==> src/rtl/display_scanner.sv <==
// rtl/display_scanner.sv - 4-digit multiplexed 7-segment scanner with blinking colon.
// Define LEADING_ZERO_BLANK_EN to blank the hours-tens digit when it is zero.
module display_scanner #(
   parameter int DIGIT_TICKS = 50000,
   parameter int BLINK_TICKS = 25000000
) (
   input  logic       clk,
   input  logic       rst,
   input  logic [3:0] min0,
   input  logic [2:0] min1,
   input  logic [3:0] hour0,
   input  logic [1:0] hour1,
   input  logic       enable,
   output logic [3:0] an_n,
   output logic [6:0] seg_n,
   output logic       dp_n,
   output logic       frame_done
);

   localparam int PW = (DIGIT_TICKS > 1) ? $clog2(DIGIT_TICKS) : 1;
   localparam int BW = (BLINK_TICKS > 1) ? $clog2(BLINK_TICKS) : 1;

`ifdef LEADING_ZERO_BLANK_EN
   localparam bit LZ_BLANK = 1'b1;
`else
   localparam bit LZ_BLANK = 1'b0;
`endif

   logic [PW-1:0] presc_q, presc_d;
   logic [BW-1:0] blink_q, blink_d;
   logic [1:0]    idx_q, idx_d;
   logic          colon_q, colon_d;
   logic          first_q;
   logic [3:0]    snap_m0_q, snap_h0_q;
   logic [2:0]    snap_m1_q;
   logic [1:0]    snap_h1_q;
   logic [3:0]    an_d;
   logic [6:0]    seg_d, seg_dec;
   logic          dp_d;
   logic          slot_tick, frame_tick, snap_en;
   logic [3:0]    digit;

   always_comb begin
      slot_tick  = (presc_q == PW'(DIGIT_TICKS - 1));
      frame_tick = slot_tick && (idx_q == 2'd3);
      // The snapshot also loads on the first cycle after reset so frame 0 is valid.
      snap_en    = frame_tick || first_q;
      presc_d    = slot_tick ? '0 : presc_q + 1'b1;
      idx_d      = slot_tick ? idx_q + 2'd1 : idx_q;
      if (blink_q == BW'(BLINK_TICKS - 1)) begin
         blink_d = '0;
         colon_d = ~colon_q;
      end else begin
         blink_d = blink_q + 1'b1;
         colon_d = colon_q;
      end
   end

   always_comb begin
      case (idx_q)
         2'd0:    digit = snap_m0_q;
         2'd1:    digit = {1'b0, snap_m1_q};
         2'd2:    digit = snap_h0_q;
         default: digit = {2'b00, snap_h1_q};
      endcase
      case (digit)
         4'd0:    seg_dec = 7'h40;
         4'd1:    seg_dec = 7'h79;
         4'd2:    seg_dec = 7'h24;
         4'd3:    seg_dec = 7'h30;
         4'd4:    seg_dec = 7'h19;
         4'd5:    seg_dec = 7'h12;
         4'd6:    seg_dec = 7'h02;
         4'd7:    seg_dec = 7'h78;
         4'd8:    seg_dec = 7'h00;
         4'd9:    seg_dec = 7'h10;
         default: seg_dec = 7'h3F;
      endcase
      an_d  = 4'hF;
      seg_d = 7'h7F;
      dp_d  = 1'b1;
      if (enable) begin
         an_d  = ~(4'b0001 << idx_q);
         seg_d = seg_dec;
         dp_d  = !((idx_q == 2'd2) && colon_q);
         if (LZ_BLANK && (idx_q == 2'd3) && (snap_h1_q == 2'd0)) begin
            an_d  = 4'hF;
            seg_d = 7'h7F;
         end
      end
   end

   always_ff @(posedge clk or negedge rst) begin
      if (!rst) begin
         presc_q    <= '0;
         idx_q      <= 2'd0;
         blink_q    <= '0;
         colon_q    <= 1'b1;
         first_q    <= 1'b1;
         snap_m0_q  <= 4'd0;
         snap_m1_q  <= 3'd0;
         snap_h0_q  <= 4'd0;
         snap_h1_q  <= 2'd0;
         an_n       <= 4'hF;
         seg_n      <= 7'h7F;
         dp_n       <= 1'b1;
         frame_done <= 1'b0;
      end else begin
         presc_q    <= presc_d;
         idx_q      <= idx_d;
         blink_q    <= blink_d;
         colon_q    <= colon_d;
         first_q    <= 1'b0;
         if (snap_en) begin
            snap_m0_q <= min0;
            snap_m1_q <= min1;
            snap_h0_q <= hour0;
            snap_h1_q <= hour1;
         end
         an_n       <= an_d;
         seg_n      <= seg_d;
         dp_n       <= dp_d;
         frame_done <= frame_tick;
      end
   end

endmodule

==> config.mk <==
export PLATFORM = sky130hd
export DESIGN_NAME = display_scanner
export DESIGN_NICKNAME = d
export VERILOG_FILES = /design/src/rtl/display_scanner.sv
export SDC_FILE = /design/constraint.sdc
export NUM_CORES = 1
export LEC_CHECK = 0
export BUFFER_PORTS_ARGS = -buffer_cell sky130_fd_sc_hd__buf_2
export CORE_ASPECT_RATIO = 1.1
export CORE_MARGIN = 1.5
export CORE_UTILIZATION = 57
export CTS_BUF_LIST = sky130_fd_sc_hd__clkbuf_4
export DETAILED_ROUTE_END_ITERATION = 6
export PLACE_DENSITY_LB_ADDON = 0.2
export SKIP_CTS_REPAIR_TIMING = 1
export SLEW_MARGIN = 30
export SYNTH_ARGS = -nofsm -noshare
export SYNTH_HDL_FRONTEND = slang
export SYNTH_SLANG_ARGS = --single-unit
export TNS_END_PERCENT = 30
==> constraint.sdc <==
create_clock -name clk -period 7.1 [get_ports clk]
set_clock_uncertainty 0.1 [all_clocks]
set_input_delay 0.355 -clock clk [delete_from_list [all_inputs] [get_ports clk]]
set_output_delay 0.355 -clock clk [all_outputs]
set_load 0.005 [all_outputs]
==> results of run 1 <==
==> metal layers <==
metal  track usage, %  vias up  share of wire, %  wire [um]
met5                0        -                 0          0
met4             11.4        0               1.8        113
met3             3.83       13               3.0        189
met2             34.4       53                49       3060
met1             28.9     1224                46       2890
li1                 -     1168                 -          -
==> state kept, by name (all words and copies together), names as in the netlist <==
signal / count
snap_m1_q: 3
snap_h1_q: 2
frame_done: 1
dp_n: 1
blink_q: 25
snap_h0_q: 4
first_q: 1
idx_q: 2
an_n: 4
snap_m0_q: 4
presc_q: 16
colon_q: 1
seg_n: 7
==> final timing paths <==
path	startpoint	endpoint	slack [ps]
worst max-delay path	idx_q[0]$_DFFE_PN0N_	seg_n[4]$_DFF_PN1_	4250
min in group asynchronous	rst	blink_q[14]$_DFF_PN0_	300
worst min-delay path	hour1[0]	snap_h1_q[0]$_DFFE_PN0P_	50
worst min register to register	colon_q$_DFFE_PN1N_	dp_n$_DFF_PN1_	380
max in group asynchronous	rst	first_q$_DFF_PN1_	6000
worst max register to register	idx_q[0]$_DFFE_PN0N_	seg_n[4]$_DFF_PN1_	4250
==> stage by stage <==
| stage | setup WS [ps] | hold WS, ps | total power, mW | area, sq um | instances |
|---|---|---|---|---|---|
| floorplan | 4830 | -40.6 | 0.460 | 3390 | 301 |
| detailed placement | 4370 | 363 | 0.483 | 3610 | 402 |
| finish | 4250 | 54.9 | 0.764 | 3810 | 420 |
| global route | 4100 | 46.5 | 0.796 | 3810 | 420 |
| CTS | 4280 | 42.4 | 0.768 | 3770 | 418 |
| global placement | 4420 | 351 | 0.481 | 3600 | 402 |
==> area by class of cell <==
type | count | area [sq um] | share of cell area [%]
clock buffer | 10 | 75.1 | 1.97
inverter | 9 | 33.8 | 0.887
clock inverter | 6 | 85.1 | 2.23
timing repair buffer | 31 | 185 | 4.86
tap | 77 | 96.3 | 2.53
multi-input combinational | 216 | 1540 | 40.4
sequential | 71 | 1790 | 47.1
==> cell families (layout without fill, tap and decap cells) <==
group	Yosys count	count (layout)	synth area share [%]
adders and majority gates	10	10	3.69
muxes	19	19	6.13
buffers and inverters	14	56	1.99
xor gates and xnor gates	30	30	7.75
and+or+nand+nor	122	122	20.3
AOI/OAI and AO/OA	34	34	7.12
other	1	1	0.111
DFF	71	71	52.9
==> cells in the final DEF (no fill, tap or decap), types with 5 or more instances in the layout <==
master	Yosys	final
sky130_fd_sc_hd__a21oi_1	6	6
sky130_fd_sc_hd__and3_1	9	9
sky130_fd_sc_hd__buf_2	0	28
sky130_fd_sc_hd__clkbuf_4	0	10
sky130_fd_sc_hd__dfrtp_1	57	57
sky130_fd_sc_hd__dfstp_2	14	14
sky130_fd_sc_hd__ha_1	10	10
sky130_fd_sc_hd__inv_1	9	9
sky130_fd_sc_hd__mux2_2	14	14
sky130_fd_sc_hd__mux2i_1	5	5
sky130_fd_sc_hd__nand2_1	21	21
sky130_fd_sc_hd__nand3_1	22	22
sky130_fd_sc_hd__nand4_1	13	13
sky130_fd_sc_hd__nor2_1	23	23
sky130_fd_sc_hd__o21ai_0	10	10
sky130_fd_sc_hd__xnor2_1	17	17
sky130_fd_sc_hd__xor2_1	13	13
==> power by group through the flow <==
stage	logic [mW]	registers [mW]	clock network (mW)
floorplan	0.0281	0.432	0
global placement	0.0488	0.432	0
detailed placement	0.0502	0.433	0
CTS	0.0506	0.425	0.292
global route	0.0596	0.426	0.310
finish	0.0525	0.425	0.287
==> cells in the mapped netlist (3+ instances only) <==
master | n | area [sq um]
sky130_fd_sc_hd__xnor2_1 | 17 | 149
sky130_fd_sc_hd__mux2i_1 | 5 | 50.1
sky130_fd_sc_hd__and3_1 | 9 | 56.3
sky130_fd_sc_hd__xor2_1 | 13 | 114
sky130_fd_sc_hd__dfstp_2 | 14 | 368
sky130_fd_sc_hd__dfrtp_1 | 57 | 1430
sky130_fd_sc_hd__nor4_1 | 4 | 25.0
sky130_fd_sc_hd__or4_1 | 4 | 30.0
sky130_fd_sc_hd__nand3_1 | 22 | 110
sky130_fd_sc_hd__nor2_1 | 23 | 86.3
sky130_fd_sc_hd__mux2_2 | 14 | 158
sky130_fd_sc_hd__a21oi_1 | 6 | 30.0
sky130_fd_sc_hd__nor3_1 | 3 | 15.0
sky130_fd_sc_hd__ha_1 | 10 | 125
sky130_fd_sc_hd__inv_1 | 9 | 33.8
sky130_fd_sc_hd__nand2_1 | 21 | 78.8
sky130_fd_sc_hd__nand4_1 | 13 | 81.3
sky130_fd_sc_hd__a222oi_1 | 3 | 30.0
sky130_fd_sc_hd__and4_1 | 3 | 26.3
sky130_fd_sc_hd__o21ai_0 | 10 | 50.1
==> critical path: cells and delay by family (launching register included) <==
family | cells | cell delay [ps]
AO/OA/AOI/OAI | 3 | 1180
adder cells (fa/ha/maj) | 2 | 530
buffers and inverters | 2 | 180
flip-flops | 1 | 410
multiplexers | 1 | 350
==> report_table.html, run 1 <==
<table>
<tr><th>Metric</th><th>Value</th></tr>
<tr><th colspan="2">Finish</th></tr>
<tr><td>Fill count</td><td>446</td></tr>
<tr><td>Diode count</td><td>0</td></tr>
<tr><td>Share of cells above drive strength 1</td><td>between 20% and 30%</td></tr>
<tr><td>Layout-stage area growth over the synthesis result</td><td>12.3%</td></tr>
<tr><td>Final Net Count</td><td>between 300 and 400</td></tr>
<tr><td>Final cell utilization of the core</td><td>66.0%</td></tr>
<tr><th colspan="2">Routing</th></tr>
<tr><td>Number of vias after detailed routing</td><td>2458</td></tr>
<tr><td>Via-to-Cell Ratio</td><td>5.85</td></tr>
<tr><td>Number of nets with antenna violations after routing</td><td>0</td></tr>
<tr><td>Sum of routed wire length over all layers</td><td>~6.3 mm</td></tr>
<tr><td>Wire per inst</td><td>14.9 um</td></tr>
<tr><td>DR pass1 iterations</td><td>4</td></tr>
<tr><td>Initial detailed-routing violation count</td><td>approximately 180</td></tr>
<tr><td>Remaining design rule violation count</td><td>0</td></tr>
<tr><th colspan="2">Setup path</th></tr>
<tr><td>Critical path class</td><td>reg2reg</td></tr>
<tr><td>Crit start category</td><td>flip-flop</td></tr>
<tr><td>Largest stage delay, worst path</td><td>a little under 800 ps</td></tr>
<tr><td>Category of the worst setup path capture point</td><td>flip-flop</td></tr>
<tr><td>Cell-by-cell listing of the critical path</td><td>inv_1, ha_1, a222oi_1, mux2_2, inv_1, ha_1, a31o_2, o21ai_0</td></tr>
<tr><td>Number of cells on the worst reg-to-reg path</td><td>8</td></tr>
<tr><td>Crit path DAT</td><td>around 3100 ps</td></tr>
<tr><td>Master of the slowest instance on the critical path</td><td>sky130_fd_sc_hd__a222oi_1</td></tr>
<tr><td>Worst-path maximum fanout</td><td>6</td></tr>
<tr><td>Required arrival time at the worst endpoint</td><td>7320 ps</td></tr>
<tr><th colspan="2">Job</th></tr>
<tr><td>Number of violations of the max-capacitance limit</td><td>0</td></tr>
<tr><th colspan="2">Global routing</th></tr>
<tr><td>Via count of the first global-routing pass</td><td>around 2400</td></tr>
<tr><td>Number of antenna violations at the first check in global routing</td><td>0</td></tr>
<tr><td>Global-route wire length before repair</td><td>between 10 and 15 mm</td></tr>
<tr><td>Largest net degree at the start of global routing</td><td>a little over 70</td></tr>
<tr><td>Grt total ovfl</td><td>0</td></tr>
<tr><td>Total routing resource utilization after global routing</td><td>about 22%</td></tr>
<tr><th colspan="2">Logic synthesis</th></tr>
<tr><td>Cell area after synthesis</td><td>roughly 0.0034 sq mm</td></tr>
<tr><td>Post-synthesis area per instance</td><td>around 11 sq um</td></tr>
<tr><td>Number of synthesized flops with an enable pin</td><td>0</td></tr>
<tr><td>Yosys warning count</td><td>0</td></tr>
<tr><td>Number of standard cells after synthesis</td><td>~300</td></tr>
<tr><td>Number of storage elements in the synthesis netlist</td><td>71</td></tr>
<tr><td>Fraction of registers with async set or reset after synthesis</td><td>between 90% and 100%</td></tr>
<tr><td>Main synth FF type</td><td>sky130_fd_sc_hd__dfrtp_1</td></tr>
<tr><td>Post-synth cell types</td><td>49</td></tr>
<tr><td>Net count after synthesis</td><td>between 300 and 400</td></tr>
<tr><td>Register area share after synthesis</td><td>52.9%</td></tr>
<tr><th colspan="2">Power and ir drop</th></tr>
<tr><td>Internal Pwr Total</td><td>roughly 590 uW</td></tr>
<tr><td>Reg power frac</td><td>55.6%</td></tr>
<tr><td>Combinational Power Share</td><td>a little under 7%</td></tr>
<tr><td>P_leak</td><td>approximately 1.7 nW</td></tr>
<tr><td>Fraction of power spent switching nets</td><td>22.9%</td></tr>
<tr><td>Maximum vdd drop</td><td>around 0.00017 V</td></tr>
<tr><td>Switching Power</td><td>~180 uW</td></tr>
<tr><td>Power per standard cell area</td><td>approximately 200 mW/mm^2</td></tr>
<tr><td>Part of the power in the clock network</td><td>roughly 38%</td></tr>
<tr><th colspan="2">CTS</th></tr>
<tr><td>Clock transition time at the flip-flop clock pins of the worst setup and hold paths</td><td>around 130 ps</td></tr>
<tr><td>H-tree levels</td><td>3</td></tr>
<tr><td>Number of buffers on the longest clock path</td><td>2</td></tr>
<tr><td>Number of CTS-inserted buffers</td><td>9</td></tr>
<tr><td>CTS Sinks</td><td>71</td></tr>
<tr><td>Clock latency on the worst-skew pair</td><td>around 420 ps</td></tr>
<tr><td>CTS tree</td><td>done</td></tr>
<tr><td>Clk root buf</td><td>sky130_fd_sc_hd__clkbuf_4</td></tr>
<tr><th colspan="2">Die</th></tr>
<tr><td>Total Die Area</td><td>around 0.0064 sq mm</td></tr>
<tr><td>Starting utilization of the core area</td><td>roughly three fifths</td></tr>
<tr><td>Horizontal die dimension</td><td>around 77 um</td></tr>
<tr><td>Vertical extent of the die</td><td>approximately 84 um</td></tr>
<tr><td>Core Area</td><td>slightly below 0.006 sq mm</td></tr>
<tr><td>Row cnt</td><td>29</td></tr>
<tr><td>Count of boundary I/O pins</td><td>29</td></tr>
<tr><th colspan="2">STA</th></tr>
<tr><td>Top achievable clock speed</td><td>roughly 350 MHz</td></tr>
<tr><td>Measured slew at the worst slew-check pin</td><td>925 ps</td></tr>
<tr><td>Setup violations, final</td><td>0</td></tr>
<tr><td>Worst-case headroom to the max-slew limit</td><td>38.4%</td></tr>
<tr><td>RSZ-0062 raised after global routing</td><td>no</td></tr>
<tr><td>Final worst path period share</td><td>roughly two fifths</td></tr>
<tr><td>Max Slew Vio Count</td><td>0</td></tr>
<tr><td>Hold violation count in the final report</td><td>0</td></tr>
<tr><td>Setup TNS</td><td>0 ps</td></tr>
<tr><td>Post-layout minimum cycle time</td><td>2850 ps</td></tr>
<tr><th colspan="2">Placement</th></tr>
<tr><td>IO Port Bufs</td><td>28</td></tr>
<tr><td>Routability-driven placement congestion ratio</td><td>roughly 0.85</td></tr>
<tr><td>Post-DP HPWL</td><td>roughly 4.3 mm</td></tr>
<tr><th colspan="2">Hold path</th></tr>
<tr><td>Hold Path Class</td><td>in2reg</td></tr>
<tr><td>Min-Delay Path Depth</td><td>2</td></tr>
<tr><th colspan="2">Status</th></tr>
<tr><td>Run status</td><td>complete, no violations</td></tr>
</table>
Note: power is estimated with default switching activity, not from simulation.
==> run 2: changes to the inputs <==
- clock period: 7.1 -> 2.9 ns (I/O delays scaled with it)
==> run 2 against run 1 <==
Cell count is 3.8% higher. Highest routed layer unchanged. First-iteration DRC count is 3.4% higher. Critical endpoint unchanged. Flip-flop and latch count stayed put. Non-clock buffer count is 16 higher.
==> report_table.html, run 2 (synthesis gave the netlist of run 1 again) <==
<table>
<tr><th>Metric</th><th>Value</th></tr>
<tr><th colspan="2">Status</th></tr>
<tr><td>Run status</td><td>complete, no violations</td></tr>
<tr><th colspan="2">Setup path</th></tr>
<tr><td>Master of the slowest instance on the critical path</td><td>sky130_fd_sc_hd__a222oi_1</td></tr>
<tr><td>Cell-by-cell listing of the critical path</td><td>inv_1, ha_1, a222oi_1, mux2_2, inv_1, ha_1, a31o_2, o21ai_0</td></tr>
<tr><td>Critical path origin</td><td>idx_q[0]$_DFFE_PN0N_</td></tr>
<tr><td>Crit start category</td><td>flip-flop</td></tr>
<tr><td>CP delay by family, top</td><td>compound AO/OA/AOI/OAI gates</td></tr>
<tr><td>Number of cells on the worst reg-to-reg path</td><td>8 (unchanged)</td></tr>
<tr><td>Critical path class</td><td>reg2reg</td></tr>
<tr><td>Category of the worst setup path capture point</td><td>flip-flop</td></tr>
<tr><td>Worst-path maximum fanout</td><td>6 (unchanged)</td></tr>
<tr><td>Largest stage delay, worst path</td><td>670 ps (-120 ps)</td></tr>
<tr><td>Required arrival time at the worst endpoint</td><td>3140 ps (-4180 ps)</td></tr>
<tr><td>Crit path DAT</td><td>2880 ps (-190 ps)</td></tr>
<tr><td>Buffers and inverters on the worst path</td><td>2 (unchanged)</td></tr>
<tr><td>Worst reg2reg startpoint</td><td>idx_q[0]$_DFFE_PN0N_</td></tr>
<tr><td>Stages on the worst setup path</td><td>8 (unchanged)</td></tr>
<tr><th colspan="2">Global routing</th></tr>
<tr><td>Grt total ovfl</td><td>0 (unchanged)</td></tr>
<tr><td>Total routing resource utilization after global routing</td><td>22.0% (+0.17 points)</td></tr>
<tr><td>Global-route wire length before repair</td><td>11.1 mm (+0.82%)</td></tr>
<tr><td>Largest net degree at the start of global routing</td><td>72 (unchanged)</td></tr>
<tr><td>Via count of the first global-routing pass</td><td>2370 (-1.5%)</td></tr>
<tr><td>Number of antenna violations at the first check in global routing</td><td>0 (unchanged)</td></tr>
<tr><th colspan="2">Power and ir drop</th></tr>
<tr><td>Maximum vdd drop</td><td>0.000375 V (+130%)</td></tr>
<tr><td>P_leak</td><td>1.69 nW (+2.6%)</td></tr>
<tr><td>Power per standard cell area</td><td>438 mW/mm^2 (+120%)</td></tr>
<tr><th colspan="2">Finish</th></tr>
<tr><td>Flip-flop count of the largest register after layout</td><td>25 (unchanged)</td></tr>
<tr><td>Leading cell type in the layout, fill and taps excluded</td><td>sky130_fd_sc_hd__dfrtp_1</td></tr>
<tr><td>Final Net Count</td><td>380 (+4.4%)</td></tr>
<tr><td>Diode count</td><td>0 (unchanged)</td></tr>
<tr><td>Biggest regs</td><td>blink_q (25), presc_q (16), seg_n (7)</td></tr>
<tr><td>Largest reg by FF count</td><td>blink_q</td></tr>
<tr><td>Share of cells above drive strength 1</td><td>24.0% (-0.53 points)</td></tr>
<tr><td>Top library cells by usage in the layout, fill and taps aside</td><td>57 x sky130_fd_sc_hd__dfrtp_1, 28 x sky130_fd_sc_hd__buf_2, 23 x sky130_fd_sc_hd__nor2_1</td></tr>
<tr><td>Layout-stage area growth over the synthesis result</td><td>14.6%</td></tr>
<tr><th colspan="2">Placement</th></tr>
<tr><td>Setup slack at placement</td><td>340 ps (-4030 ps)</td></tr>
<tr><td>Post-DP HPWL</td><td>4.39 mm (+0.98%)</td></tr>
<tr><td>IO Port Bufs</td><td>28 (unchanged)</td></tr>
<tr><td>Routability-driven placement congestion ratio</td><td>0.871 (+2.7%)</td></tr>
<tr><th colspan="2">STA</th></tr>
<tr><td>Setup violations, final</td><td>0 (unchanged)</td></tr>
<tr><td>Worst Slack Setup Final</td><td>263 ps (-3990 ps)</td></tr>
<tr><td>Post-layout minimum cycle time</td><td>2640 ps (-209 ps)</td></tr>
<tr><td>Top achievable clock speed</td><td>379 MHz (+7.9%)</td></tr>
<tr><td>Measured slew at the worst slew-check pin</td><td>794 ps (-131 ps)</td></tr>
<tr><td>Setup TNS</td><td>0 ps (unchanged)</td></tr>
<tr><td>RSZ-0062 raised after global routing</td><td>no</td></tr>
<tr><td>Final worst path period share</td><td>90.9% (+51 points)</td></tr>
<tr><td>Hold violation count in the final report</td><td>0 (unchanged)</td></tr>
<tr><td>Max Slew Vio Count</td><td>0 (unchanged)</td></tr>
<tr><td>Worst-case headroom to the max-slew limit</td><td>47.1% (+8.7 points)</td></tr>
<tr><th colspan="2">Routing</th></tr>
<tr><td>Wire per inst</td><td>15.0 um (+0.66%)</td></tr>
<tr><td>Number of nets with antenna violations after routing</td><td>0 (unchanged)</td></tr>
<tr><td>Number of vias after detailed routing</td><td>2478 (+0.81%)</td></tr>
<tr><td>Sum of routed wire length over all layers</td><td>6.54 mm (+4.5%)</td></tr>
<tr><td>Initial detailed-routing violation count</td><td>184 (+3.4%)</td></tr>
<tr><td>Via-to-Cell Ratio</td><td>5.68 (-2.9%)</td></tr>
<tr><td>DR pass1 iterations</td><td>5 (+1)</td></tr>
<tr><td>Remaining design rule violation count</td><td>0 (unchanged)</td></tr>
<tr><th colspan="2">CTS</th></tr>
<tr><td>H-tree levels</td><td>3 (unchanged)</td></tr>
<tr><td>Number of CTS-inserted buffers</td><td>9 (unchanged)</td></tr>
<tr><td>Clock transition time at the flip-flop clock pins of the worst setup and hold paths</td><td>110 ps (-20 ps)</td></tr>
<tr><td>CTS tree</td><td>done</td></tr>
<tr><td>Clk root buf</td><td>sky130_fd_sc_hd__clkbuf_4</td></tr>
<tr><td>Number of buffers on the longest clock path</td><td>2 (unchanged)</td></tr>
<tr><td>CTS Sinks</td><td>71 (unchanged)</td></tr>
<tr><td>Clock latency on the worst-skew pair</td><td>420 ps (about the same)</td></tr>
<tr><th colspan="2">Die</th></tr>
<tr><td>Horizontal die dimension</td><td>76.5 um (unchanged)</td></tr>
<tr><td>Count of boundary I/O pins</td><td>29 (unchanged)</td></tr>
<tr><td>Row cnt</td><td>29 (unchanged)</td></tr>
<tr><td>Total Die Area</td><td>0.00642 sq mm (unchanged)</td></tr>
<tr><td>Starting utilization of the core area</td><td>58.8% (unchanged)</td></tr>
<tr><td>Core Area</td><td>0.00577 sq mm (unchanged)</td></tr>
<tr><td>Vertical extent of the die</td><td>83.9 um (unchanged)</td></tr>
<tr><th colspan="2">Hold path</th></tr>
<tr><td>Hold Path Class</td><td>in2async</td></tr>
<tr><th colspan="2">Job</th></tr>
<tr><td>Number of violations of the max-capacitance limit</td><td>0 (unchanged)</td></tr>
</table>
## run 2: final timing paths
check | end | slack, ps
worst min register to register | presc_q[0]$_DFF_PN0_ | 370
min in group clk | presc_q[0]$_DFF_PN0_ | 370
worst max-delay path | seg_n[4]$_DFF_PN1_ | 260
worst max register to register | seg_n[4]$_DFF_PN1_ | 260
worst min-delay path | blink_q[21]$_DFF_PN0_ | 250
max in group asynchronous | frame_done$_DFF_PN0_ | 2020
## run 2: layer usage
layer	up-vias	wire length, um	part of all wire, %	global-route usage, %
li1	1205	-	-	-
met1	1213	2980	46	29.9
met2	52	3180	49	33.4
met3	8	295	4.5	4.15
met4	0	83	1.3	12.0
met5	-	0	0	0
## run 2: layout make-up
cell class / instances / area (sq um)
Clock buffer: 9 / 67.6
Clock inverter: 7 / 40.0
Fill cell: 456 / 1880
Inverter: 9 / 33.8
Multi-Input combinational cell: 216 / 1530
Sequential cell: 71 / 1790
Tap cell: 77 / 96.3
Timing Repair Buffer: 47 / 324
## run 2: worst min-delay path, cell delays in order
cell and delay [ps]:
sky130_fd_sc_hd__dlygate4sd3_1 520, sky130_fd_sc_hd__buf_2 110, sky130_fd_sc_hd__buf_6 470
## run 2: power by group
group / switching [mW] / internal, mW
logic: 0.0718 / 0.0668
registers: 0.0163 / 1.03
clock network: 0.350 / 0.168
## run 2: stage by stage
stage                     hold slack, ps  std cells  power, mW  util, %  cell area [sq um]
after floorplan                     -251        301       1.13        -               3390
after global placement               278        405       1.18     62.8               3620
after detailed placement             281        405       1.18     62.8               3620
after CTS                           -171        421       1.70     64.7               3730
after global routing                 317        436       1.77     67.3               3880
final                                246        436       1.70     67.3               3880
